==> config.mk <==
export PLATFORM = sky130hd
export DESIGN_NAME = execute_stage
export DESIGN_NICKNAME = d
export VERILOG_FILES = /design/src/rtl/execute_stage.sv
export SDC_FILE = /design/constraint.sdc
export NUM_CORES = 1
export LEC_CHECK = 0
export BUFFER_PORTS_ARGS = -buffer_cell sky130_fd_sc_hd__buf_2
export CAP_MARGIN = 20
export CORE_ASPECT_RATIO = 0.7
export CORE_MARGIN = 2
export CORE_UTILIZATION = 45
export DETAILED_ROUTE_END_ITERATION = 16
export HOLD_SLACK_MARGIN = 0.1
export SLEW_MARGIN = 10
export SYNTH_ARGS = -nofsm -noshare
export SYNTH_HDL_FRONTEND = slang
export SYNTH_SLANG_ARGS = --single-unit
==> constraint.sdc <==
create_clock -name clk -period 9 [get_ports clk]
set_input_delay 1.35 -clock clk [delete_from_list [all_inputs] [get_ports clk]]
set_output_delay 1.35 -clock clk [all_outputs]
set_load 0.03 [all_outputs]
==> src/rtl/execute_stage.sv <==
// Execute stage sitting directly behind the 8x16 register file.
// Single-cycle ALU ops retire one cycle after issue and can issue every cycle.
// MUL is a 16-step shift-add sequence that holds off new issues until it retires.
// The write-back bus feeds the register file write port.

module execute_stage #(
  parameter int WIDTH = 16,
  parameter int RADDR = 3
) (
  input  logic             clk,
  input  logic             reset,
  input  logic             in_valid,
  output logic             in_ready,
  input  logic [2:0]       op,
  input  logic [RADDR-1:0] dst,
  input  logic [WIDTH-1:0] src_a,
  input  logic [WIDTH-1:0] src_b,
  output logic             wb_valid,
  output logic [RADDR-1:0] wb_rd,
  output logic [WIDTH-1:0] wb_data,
  output logic             wb_zero,
  output logic             wb_carry,
  output logic             busy
);

  // One multiply step per operand bit, so the step counter indexes A.
  localparam int CNTW = $clog2(WIDTH);
  localparam logic [CNTW-1:0] CNT_LAST = CNTW'(WIDTH - 1);

  localparam logic [2:0] OP_ADD = 3'b000;
  localparam logic [2:0] OP_SUB = 3'b001;
  localparam logic [2:0] OP_AND = 3'b010;
  localparam logic [2:0] OP_OR  = 3'b011;
  localparam logic [2:0] OP_XOR = 3'b100;
  localparam logic [2:0] OP_SLT = 3'b101;
  localparam logic [2:0] OP_SHL = 3'b110;
  localparam logic [2:0] OP_MUL = 3'b111;

  typedef enum logic {
    S_IDLE,
    S_MUL
  } state_t;

  state_t           state_q, state_d;
  logic [CNTW-1:0]  cnt_q, cnt_d;
  logic [WIDTH-1:0] acc_q, acc_d;
  logic [WIDTH-1:0] a_lat_q, a_lat_d;
  logic [WIDTH-1:0] b_lat_q, b_lat_d;
  logic [RADDR-1:0] rd_lat_q, rd_lat_d;
  logic             wb_valid_q, wb_valid_d;
  logic [RADDR-1:0] wb_rd_q, wb_rd_d;
  logic [WIDTH-1:0] wb_data_q, wb_data_d;
  logic             wb_zero_q, wb_zero_d;
  logic             wb_carry_q, wb_carry_d;
  logic             busy_q, busy_d;

  logic             issue;
  logic [WIDTH:0]   sum_ext;
  logic [WIDTH-1:0] alu_res;
  logic             alu_carry;
  logic [WIDTH-1:0] acc_step;

  // Ready is withheld while reset is low and for the whole multiply sequence.
  assign in_ready = (state_q == S_IDLE) & reset;
  assign issue    = in_valid & in_ready;

  // Single-cycle ALU: result and carry/borrow for the non-multiply opcodes.
  always_comb begin
    sum_ext   = {1'b0, src_a} + {1'b0, src_b};
    alu_res   = '0;
    alu_carry = 1'b0;
    case (op)
      OP_ADD: begin
        alu_res   = sum_ext[WIDTH-1:0];
        alu_carry = sum_ext[WIDTH];
      end
      OP_SUB: begin
        alu_res   = src_a - src_b;
        alu_carry = (src_a < src_b);
      end
      OP_AND:  alu_res = src_a & src_b;
      OP_OR:   alu_res = src_a | src_b;
      OP_XOR:  alu_res = src_a ^ src_b;
      OP_SLT:  alu_res = {{(WIDTH-1){1'b0}}, ($signed(src_a) < $signed(src_b))};
      OP_SHL:  alu_res = src_a << src_b[CNTW-1:0];
      default: alu_res = '0;
    endcase
  end

  // Next accumulator value for the current multiply step (adds shifted B when A's bit is set).
  always_comb begin
    acc_step = acc_q;
    if (a_lat_q[cnt_q]) begin
      acc_step = acc_q + (b_lat_q << cnt_q);
    end
  end

  // Sequencer: issue decode, multiply stepping and write-back bus next state.
  always_comb begin
    state_d    = state_q;
    cnt_d      = cnt_q;
    acc_d      = acc_q;
    a_lat_d    = a_lat_q;
    b_lat_d    = b_lat_q;
    rd_lat_d   = rd_lat_q;
    wb_valid_d = 1'b0;
    wb_rd_d    = wb_rd_q;
    wb_data_d  = wb_data_q;
    wb_zero_d  = wb_zero_q;
    wb_carry_d = wb_carry_q;
    busy_d     = busy_q;
    case (state_q)
      S_IDLE: begin
        if (issue) begin
          if (op == OP_MUL) begin
            state_d  = S_MUL;
            cnt_d    = '0;
            acc_d    = '0;
            a_lat_d  = src_a;
            b_lat_d  = src_b;
            rd_lat_d = dst;
            busy_d   = 1'b1;
          end else begin
            wb_valid_d = 1'b1;
            wb_rd_d    = dst;
            wb_data_d  = alu_res;
            wb_zero_d  = (alu_res == '0);
            wb_carry_d = alu_carry;
          end
        end
      end
      S_MUL: begin
        acc_d = acc_step;
        cnt_d = cnt_q + 1'b1;
        if (cnt_q == CNT_LAST) begin
          state_d    = S_IDLE;
          busy_d     = 1'b0;
          wb_valid_d = 1'b1;
          wb_rd_d    = rd_lat_q;
          wb_data_d  = acc_step;
          wb_zero_d  = (acc_step == '0);
          wb_carry_d = 1'b0;
        end
      end
      default: begin
        state_d = S_IDLE;
        busy_d  = 1'b0;
      end
    endcase
  end

  // State and output registers; asynchronous reset aborts any multiply in flight.
  always_ff @(posedge clk or negedge reset) begin
    if (!reset) begin
      state_q    <= S_IDLE;
      cnt_q      <= '0;
      acc_q      <= '0;
      a_lat_q    <= '0;
      b_lat_q    <= '0;
      rd_lat_q   <= '0;
      wb_valid_q <= 1'b0;
      wb_rd_q    <= '0;
      wb_data_q  <= '0;
      wb_zero_q  <= 1'b0;
      wb_carry_q <= 1'b0;
      busy_q     <= 1'b0;
    end else begin
      state_q    <= state_d;
      cnt_q      <= cnt_d;
      acc_q      <= acc_d;
      a_lat_q    <= a_lat_d;
      b_lat_q    <= b_lat_d;
      rd_lat_q   <= rd_lat_d;
      wb_valid_q <= wb_valid_d;
      wb_rd_q    <= wb_rd_d;
      wb_data_q  <= wb_data_d;
      wb_zero_q  <= wb_zero_d;
      wb_carry_q <= wb_carry_d;
      busy_q     <= busy_d;
    end
  end

  assign wb_valid = wb_valid_q;
  assign wb_rd    = wb_rd_q;
  assign wb_data  = wb_data_q;
  assign wb_zero  = wb_zero_q;
  assign wb_carry = wb_carry_q;
  assign busy     = busy_q;

endmodule

==> results.cfg, run 1 <==
[status]
outcome = finished, final reports clean

[clocking]
clk_latency_ns = 0.35
cts_sinks = 79
cts_max_level = 3
cts_tree = yes
holdBufCountCts = 0
clk_pin_slew_ns = 0.07
postCtsSetupRepairBufs = 0
cts_resized = 0
clk_path_buf_depth = 2
cts_inserted_buffers = 9
root_buffer = clkbuf_16

[layout]
fin_cells = 1240
design_area_mm2 = 0.00867
drive_gt1_share_pct = 13.3
finalNetCount = 1122
n_antenna_cell = 0
area_growth_pct = 8.81

[yosys]
synthArstFlopShare_pct = 100
synth_nets = 1105
synth_cells = 987
synth_most_common_cell = nand2_1
ys_seq_area_share_pct = 24.8
synth_commonest_cells = nand2_1, o21ai_0, dfrtp_1
netlist.area_leader.share_pct = 24.8
yosysWarningCount = 0
synth_edf_count = 0
synth_top_area_cell = dfrtp_1
ys.flop_type = dfrtp_1
postSynthAreaPerCell_um2 = 8.07
syn_area_mm2 = 0.00797
yosys.cell_types.count = 77
synth_area_leaders = dfrtp_1, ha_1, nand2_1, o21ai_0, mux2i_1
ys_ff_latch = 79

[drt]
wl_per_cell_um = 22.1
ant_nets = 0
remaining_drc_errors = 0
vias_per_cell = 6.28
drt_iter0_drc = 1191
firstDrtPassIters = 5
wirelength_mm = 27.5
vias = 7785

[sta]
fmax_ghz = 0.212
slew_headroom_pct = 35.9
maxSlewViolCount = 0
period_needed_ns = 4.71
setup_tns_ns = 0
tightest_slew_ns = 0.962
hold_viol = 0
rsz0062_at_grt = false
final.period_utilization_pct = 52.3
setup_viol = 0
fin_worst_skew_ns = 0.00726

[global_route]
grt_pass1_wl_mm = 42.1
antenna_found_initial = 1
grt_max_degree = 72
grt_usage_pct = 29.8
grt_overflow = 0
grt_pass1_vias = 6990

[setup_path]
critPathKind = input port to flip-flop
critical-path-slowest-cell = or3_1
path_buf_inv = 2
arrival_ns = 5.00
crit_fanout = 18
start_kind = input port
crit_family = simple AND/OR/NAND/NOR gates
path_cells = buf_2 -> inv_2 -> ha_1 -> a21oi_1 -> nand4b_1 -> nand3_1 -> a2111oi_0 -> or3_1 -> a221o_1 -> a211o_1 -> or3_1 -> nor4_1 -> a211o_1
crit_required_ns = 9.29
slowest_delay_ns = 0.47
crit_path_end_kind = flip-flop

[placed_design]
io_buffers = 64
dp.cells = 1223
postPlaceCellArea_mm2 = 0.00837
hpwl_mm = 21.0
place_congestion = 0.999

[power_and_ir_drop]
leakage_nw = 4.02
p_per_area_mw_per_mm2 = 294
ir_worst_vdd_mv = 0.200

[run]
drv_cap = 0

[die]
ioPinCount = 65
initial_core_util_pct = 46.1
fp.dieW_um = 163
dieArea_mm2 = 0.0188
coreArea_mm2 = 0.0173
fp.dieH_um = 115
rows = 40

[worst_hold_path]
hp-class = flip-flop to flip-flop
-- worst paths after layout --
path	start	end	slack, ns	cells after the start
setup / recovery	src_b[1]	wb_zero	4.29	13
hold / removal	busy	busy	0.48	2
setup reg to reg	cnt_q[0]	wb_zero	4.30	15
hold reg to reg	busy	busy	0.48	2
max in group asynchronous	reset	wb_data[9]	7.03	2
min in group asynchronous	reset	a_lat_q[5]	0.81	1
-- worst register-to-register path: cells and delay by family (launching register included) --
family / cells / cell delay, ns
compound gates: 7 / 1.70
simple gates: 5 / 0.90
flops: 1 / 0.90
fa+ha+maj: 2 / 0.74
buf+inv: 1 / 0.43
-- flip-flops by register name (all words and copies together) (netlist names), 3 cells and up --
name,cells
a_lat_q,16
acc_q,16
b_lat_q,16
wb_data,16
cnt_q,4
rd_lat_q,3
wb_rd,3
-- logic make-up after synthesis --
family	Yosys count	synth area share (%)
buffers and inverters	118	5.95
and+or+nand+nor	312	17.9
xor gates and xnor gates	21	2.31
DFF	79	24.8
adders and majority gates	77	12.4
muxes	72	11.5
AOI/OAI and AO/OA	308	25.2
-- stage by stage --
step,power (mW),util (%),worst slack [ns],hold WS (ns)
3_3_place_gp,2.15,48.5,4.07,0.459
6_report,2.55,50.2,4.29,0.477
3_5_place_dp,2.14,48.5,4.04,0.463
2_1_floorplan,1.72,-,4.71,0.445
5_1_grt,2.73,50.2,3.88,0.497
4_1_cts,2.52,50.2,4.37,0.479
-- power by group --
part,switching [mW],total (mW),internal [mW]
registers,0.167,0.666,0.499
logic,0.929,1.52,0.586
clock network,0.168,0.366,0.199
-- area by class of cell --
| class | count | area (um^2) |
|---|---|---|
| clock inverters | 6 | 52.6 |
| well taps | 231 | 289 |
| repair buffers | 72 | 383 |
| inverters | 52 | 195 |
| flip-flops and latches | 79 | 1980 |
| fillers | 1693 | 8600 |
| multi-input cells | 790 | 5530 |
| clock buffers | 10 | 239 |
-- cells in the final DEF (no fill, tap or decap), types with 6 or more instances in the layout --
| cell type | instances |
|---|---|
| xor2_1 | 9 |
| mux2i_1 | 40 |
| or3_1 | 9 |
| mux2_2 | 15 |
| a221o_1 | 7 |
| nor2_1 | 77 |
| buf_4 | 9 |
| nand3_1 | 18 |
| a21o_1 | 17 |
| nand2b_1 | 6 |
| o221ai_1 | 11 |
| nor3_1 | 25 |
| o21bai_1 | 6 |
| buf_2 | 63 |
| clkbuf_16 | 9 |
| o22ai_1 | 17 |
| a22oi_1 | 14 |
| nand2_1 | 126 |
| o21ai_0 | 91 |
| a21oi_1 | 60 |
| dfrtp_1 | 79 |
| a31oi_1 | 6 |
| o31ai_1 | 6 |
| nor2b_1 | 12 |
| a211oi_1 | 12 |
| inv_1 | 50 |
| ha_1 | 74 |
| mux4_2 | 13 |
| xnor2_1 | 12 |
| a211o_1 | 6 |
-- metal layers --
metal | vias up | GRT usage [%] | routed length (um)
met5 | - | 0 | 12
met4 | 2 | 6.78 | 486
met3 | 43 | 9.27 | 3160
met2 | 426 | 38.5 | 10300
met1 | 3686 | 47.0 | 13500
li1 | 3628 | - | -
Note: power is estimated with default switching activity, not from simulation.
==> run 2, diff against run 1 <==
ABC_AREA = 1   (was default)
PLACE_DENSITY = 0.65   (was default)
clock period = 4.1 ns   (was 9 ns; I/O delays follow)
==> results.cfg, run 2 <==
[clocking]
clk_latency_ns = 0.35
postCtsSetupRepairBufs = 0
root_buffer = clkbuf_16
clk_pin_slew_ns = 0.07
cts_sinks = 79
cts_tree = yes
holdBufCountCts = 0
cts_resized = 0
cts_max_level = 3
cts_inserted_buffers = 9
clk_path_buf_depth = 2

[power_and_ir_drop]
p_int_mw = 2.95
ir_worst_vdd_mv = 0.470
p_per_area_mw_per_mm2 = 729
seqPwrFrac_pct = 21.2
p_comb_share_pct = 66.7
p_sw_mw = 3.77
leakage_nw = 5.04
p_clk_share_pct = 12.1
switching_share_pct = 56.1

[drt]
vias_per_cell = 5.57
drt_iter0_drc = 1330
ant_nets = 0
firstDrtPassIters = 5
wirelength_mm = 32.0
vias = 9399
remaining_drc_errors = 0
wl_per_cell_um = 19.0

[setup_path]
critPathKind = flip-flop to flip-flop
arrival_ns = 3.82
crit_path_end_kind = flip-flop
crit_fanout = 20
crit_required_ns = 4.38
start_kind = flip-flop

[sta]
fin_worst_skew_ns = 0.0176
maxSlewViolCount = 0
hold_viol = 0
tightest_slew_ns = 0.835
setup_viol = 0
fmax_ghz = 0.282
whs_ns = 0.132
final.period_utilization_pct = 86.4
rsz0062_at_grt = false
setup_tns_ns = 0
period_needed_ns = 3.54
slew_headroom_pct = 44.3

[yosys]
syn_area_mm2 = 0.00845
synth_commonest_cells = nand2_1, inv_1, nand3_1
synth_top_area_cell = dfrtp_1
synthArstFlopShare_pct = 100
synth_area_leaders = dfrtp_1, nand2_1, ha_1, nand3_1, inv_1
ys.flop_type = dfrtp_1
netlist.area_leader.share_pct = 23.4
synth_cells = 1407
synth_edf_count = 0
synth_most_common_cell = nand2_1
synth_nets = 1525
postSynthAreaPerCell_um2 = 6.01
ys_ff_latch = 79
yosysWarningCount = 0
yosys.cell_types.count = 45
ys_seq_area_share_pct = 23.4

[placed_design]
io_buffers = 64
place_congestion = 0.989
hpwl_mm = 25.9

[layout]
layout.cells.most_common_list = nand2_1, inv_1, nand3_1
fillCellCount = 1916
n_antenna_cell = 0
layout_commonest_cell = nand2_1
finalNetCount = 1563
ff_latch_area_mm2 = 0.00198
drive_gt1_share_pct = 8.41
multiInputGateArea_mm2 = 0.00549
area_growth_pct = 9.01
utilization_pct = 50.6

[die]
coreArea_mm2 = 0.0182
fp.dieW_um = 168
initial_core_util_pct = 46.4
dieArea_mm2 = 0.0199
ioPinCount = 65
rows = 41
fp.dieH_um = 119

[run]
drv_cap = 0

[global_route]
grt_pass1_wl_mm = 49.3
grt_max_degree = 65
antenna_found_initial = 0
grt_usage_pct = 32.8
grt_overflow = 0
grt_pass1_vias = 8225

[status]
outcome = finished, final reports clean

[worst_hold_path]
hp-class = input port to asynchronous set/reset pin
-- run 2: metrics by stage --
step | total power, mW | cells | area (um^2) | setup WS [ns]
2_1_floorplan | 4.53 | 1407 | 8450 | 1.12
3_3_place_gp | 5.80 | 1670 | 8920 | 0.710
3_5_place_dp | 5.77 | 1670 | 8920 | 0.648
4_1_cts | 6.61 | 1686 | 9220 | 0.636
5_1_grt | 7.32 | 1686 | 9220 | 0.174
6_report | 6.72 | 1686 | 9220 | 0.556
-- run 2: worst max-delay path, cell delays in order (launching register included) --
cell and delay [ns]:
dfrtp_1 0.69, buf_4 0.29, buf_4 0.17, nand2_1 0.06
o21ai_0 0.11, nand2_1 0.08, o211ai_1 0.10, o21ai_0 0.12
nand2_1 0.06, o21ai_0 0.15, ha_1 0.43, inv_1 0.08
nor3_1 0.22, and2_1 0.15, nand2_1 0.07, nand3_1 0.09
nand3_1 0.10, nand2_1 0.08, nand4_1 0.08, nor2_1 0.12
nand2_1 0.06, nand2_1 0.05, nand2_1 0.05, nand2_1 0.06
-- run 2: per-layer routing --
layer  routed length (um)  track usage, %
met1                15900            54.2
met2                11400            40.4
met3                 4220            10.3
met4                  413            4.51
met5                    0               0
-- run 2: path summary, 6_finish.rpt --
path,end,depth (start not counted),slack [ns],startpoint
hold reg to reg,rd_lat_q[2],2,0.47,rd_lat_q[2]
max in group asynchronous,acc_q[4],2,2.85,reset
hold / removal,a_lat_q[8],1,0.13,reset
setup / recovery,wb_zero,23,0.56,cnt_q[0]
setup reg to reg,wb_zero,23,0.56,cnt_q[0]
min in group clk,rd_lat_q[2],2,0.47,rd_lat_q[2]
-- run 2: cells by family after synthesis --
| logic type | after synthesis | synth area share (%) |
|---|---|---|
| and+or+nand+nor | 789 | 38.8 |
| buffers and inverters | 240 | 11.7 |
| AOI/OAI and AO/OA | 218 | 14.0 |
| DFF | 79 | 23.4 |
| adders and majority gates | 77 | 11.7 |
| xor gates and xnor gates | 4 | 0.415 |
-- run 2: final cells by class --
class                      count  share of cell area, %
inverter                     184                   7.55
timing repair buffer          83                   5.05
clock buffer                  10                   2.59
clock inverter                 6                  0.570
multi-input combinational   1088                   59.6
sequential                    79                   21.5
tap                          236                   3.20
-- run 2: power groups by stage --
stage                     registers (mW)  clock network, mW  logic, mW
after floorplan                     1.51                  0       3.01
after global placement              1.43                  0       4.37
after detailed placement            1.42                  0       4.35
after CTS                           1.41              0.818       4.37
after global routing                1.47              0.851       5.01
final                               1.43              0.810       4.48
==> run 3, diff against run 2 <==
BUFFER_PORTS_ARGS = -buffer_cell sky130_fd_sc_hd__clkbuf_2   (was -buffer_cell sky130_fd_sc_hd__buf_2)
==> results.cfg, run 3 (synthesis gave the netlist of run 2 again) <==
[global_route]
met2_usage_pct = 39.5
grt_max_degree = 74
grt_usage_pct = 32.6
grtUsageMet1_pct = 54.3
use_met3_pct = 10.5
grt_busiest_layer = met1
grt_overflow = 0
grt_pass1_wl_mm = 49.2
antenna_found_initial = 1
grt_pass1_vias = 8276

[power_and_ir_drop]
seqPwrFrac_pct = 21.0
switching_share_pct = 55.6
p_clk_share_pct = 12.6
p_per_area_mw_per_mm2 = 733
p_int_mw = 3.01
p_sw_mw = 3.77
ir_worst_vdd_mv = 0.469
leakage_nw = 5.07
p_comb_share_pct = 66.3

[die]
rows = 41
initial_core_util_pct = 46.4
coreArea_mm2 = 0.0182
fp.dieW_um = 168
dieArea_mm2 = 0.0199
ioPinCount = 65
fp.dieH_um = 119

[drt]
remaining_drc_errors = 0
vias = 9336
firstDrtPassIters = 5
ant_nets = 0
vias_per_cell = 5.53
drt_iter0_drc = 1118
wl_per_cell_um = 19.0
wirelength_mm = 32.0

[sta]
maxSlewViolCount = 0
period_needed_ns = 3.51
tightest_slew_ns = 0.929
setup_viol = 0
final.period_utilization_pct = 85.6
slew_headroom_pct = 38.1
fmax_ghz = 0.285
fin_worst_skew_ns = 0.0118
setup_tns_ns = 0
hold_viol = 0
rsz0062_at_grt = false

[layout]
utilization_pct = 50.8
area_growth_pct = 9.43
drive_gt1_share_pct = 8.41
fillCellCount = 1936
layout.cells.most_common_list = nand2_1, inv_1, nand3_1
finalNetCount = 1564
layout_commonest_cell = nand2_1

[clocking]
root_buffer = clkbuf_16
clk_latency_ns = 0.35
cts_tree = yes
cts_max_level = 3
cts_sinks = 79
cts_resized = 0
clk_path_buf_depth = 2
clk_pin_slew_ns = 0.07
cts_inserted_buffers = 9

[setup_path]
arrival_ns = 3.80
critPathKind = flip-flop to flip-flop
crit_fanout = 20
start_kind = flip-flop
r2r_slack_ns = 0.59
crit_required_ns = 4.39
crit_path_end_kind = flip-flop

[run]
drv_cap = 0

[status]
outcome = finished, final reports clean

[worst_hold_path]
hp-class = flip-flop to flip-flop

[placed_design]
io_buffers = 64
hpwl_mm = 26.1
place_congestion = 1.01
-- run 3: cell types whose count changed in the layout (fill, tap and decap cells not counted) --
| cell | change |
|---|---|
| diode_2 | +1 |
| buf_2 | -63 |
| clkinvlp_4 | -1 |
| bufinv_16 | +1 |
| dlygate4sd3_1 | +1 |
| clkbuf_2 | +63 |
-- run 3: layout make-up --
type	count	area, um^2	share of cell area [%]
flip-flops and latches	79	1980	21.4
multi-input cells	1088	5490	59.4
well taps	236	295	3.19
diodes	1	2.50	0.0271
clock buffers	10	239	2.58
repair buffers	84	475	5.14
clock inverters	6	75.1	0.812
inverters	184	696	7.52
-- run 3: through the flow --
stage | area, um^2 | hold WS [ns] | instances | setup WS, ns | power, mW
2_1_floorplan | 8450 | 0.319 | 1407 | 1.12 | 4.53
6_report | 9250 | 0.484 | 1688 | 0.592 | 6.78
5_1_grt | 9250 | 0.497 | 1687 | 0.143 | 7.39
3_3_place_gp | 8920 | 0.456 | 1670 | 0.699 | 5.80
3_5_place_dp | 8920 | 0.455 | 1670 | 0.693 | 5.78
4_1_cts | 9250 | 0.484 | 1687 | 0.697 | 6.66
-- run 3: critical path, stage by stage, from the launching register on --
cell,delay (ns)
dfrtp_1,0.69
buf_4,0.28
buf_4,0.17
nand2_1,0.05
o21ai_0,0.10
nand2_1,0.09
o211ai_1,0.08
o21ai_0,0.11
nand2_1,0.06
o21ai_0,0.12
ha_1,0.42
inv_1,0.08
nor3_1,0.22
and2_1,0.16
nand2_1,0.07
nand3_1,0.10
nand3_1,0.11
nand2_1,0.08
nand4_1,0.09
nor2_1,0.13
nand2_1,0.06
nand2_1,0.05
nand2_1,0.04
nand2_1,0.05
-- run 3: power groups by stage --
stage / registers (mW) / logic [mW] / clock network (mW)
after CTS: 1.42 / 4.38 / 0.865
after global routing: 1.47 / 5.01 / 0.903
after floorplan: 1.51 / 3.01 / 0
final: 1.42 / 4.50 / 0.857
after global placement: 1.43 / 4.37 / 0
after detailed placement: 1.42 / 4.35 / 0
-- run 3: path summary, 6_finish.rpt --
| kind | from | to | depth (start not counted) |
|---|---|---|---|
| worst max-delay path | cnt_q[0] | wb_zero | 23 |
| worst min-delay path | rd_lat_q[2] | rd_lat_q[2] | 2 |
| worst max register to register | cnt_q[0] | wb_zero | 23 |
| worst min register to register | rd_lat_q[2] | rd_lat_q[2] | 2 |
| max in group asynchronous | reset | rd_lat_q[2] | 3 |
| min in group asynchronous | reset | a_lat_q[0] | 2 |
-- run 3: repair_timing --
item / CTS / global route
setup endpoints to repair: 0 / 0
hold buffers: 1 / 0
endpoints found under the hold margin: 6 / 0
buffers inserted: 0 / 0
-- run 3: metal layers --
metal | vias to the layer above | routed length, um
met4 | 0 | 299
met3 | 23 | 4210
met1 | 4286 | 16100
met2 | 444 | 11400
li1 | 4583 | -
met5 | - | 0
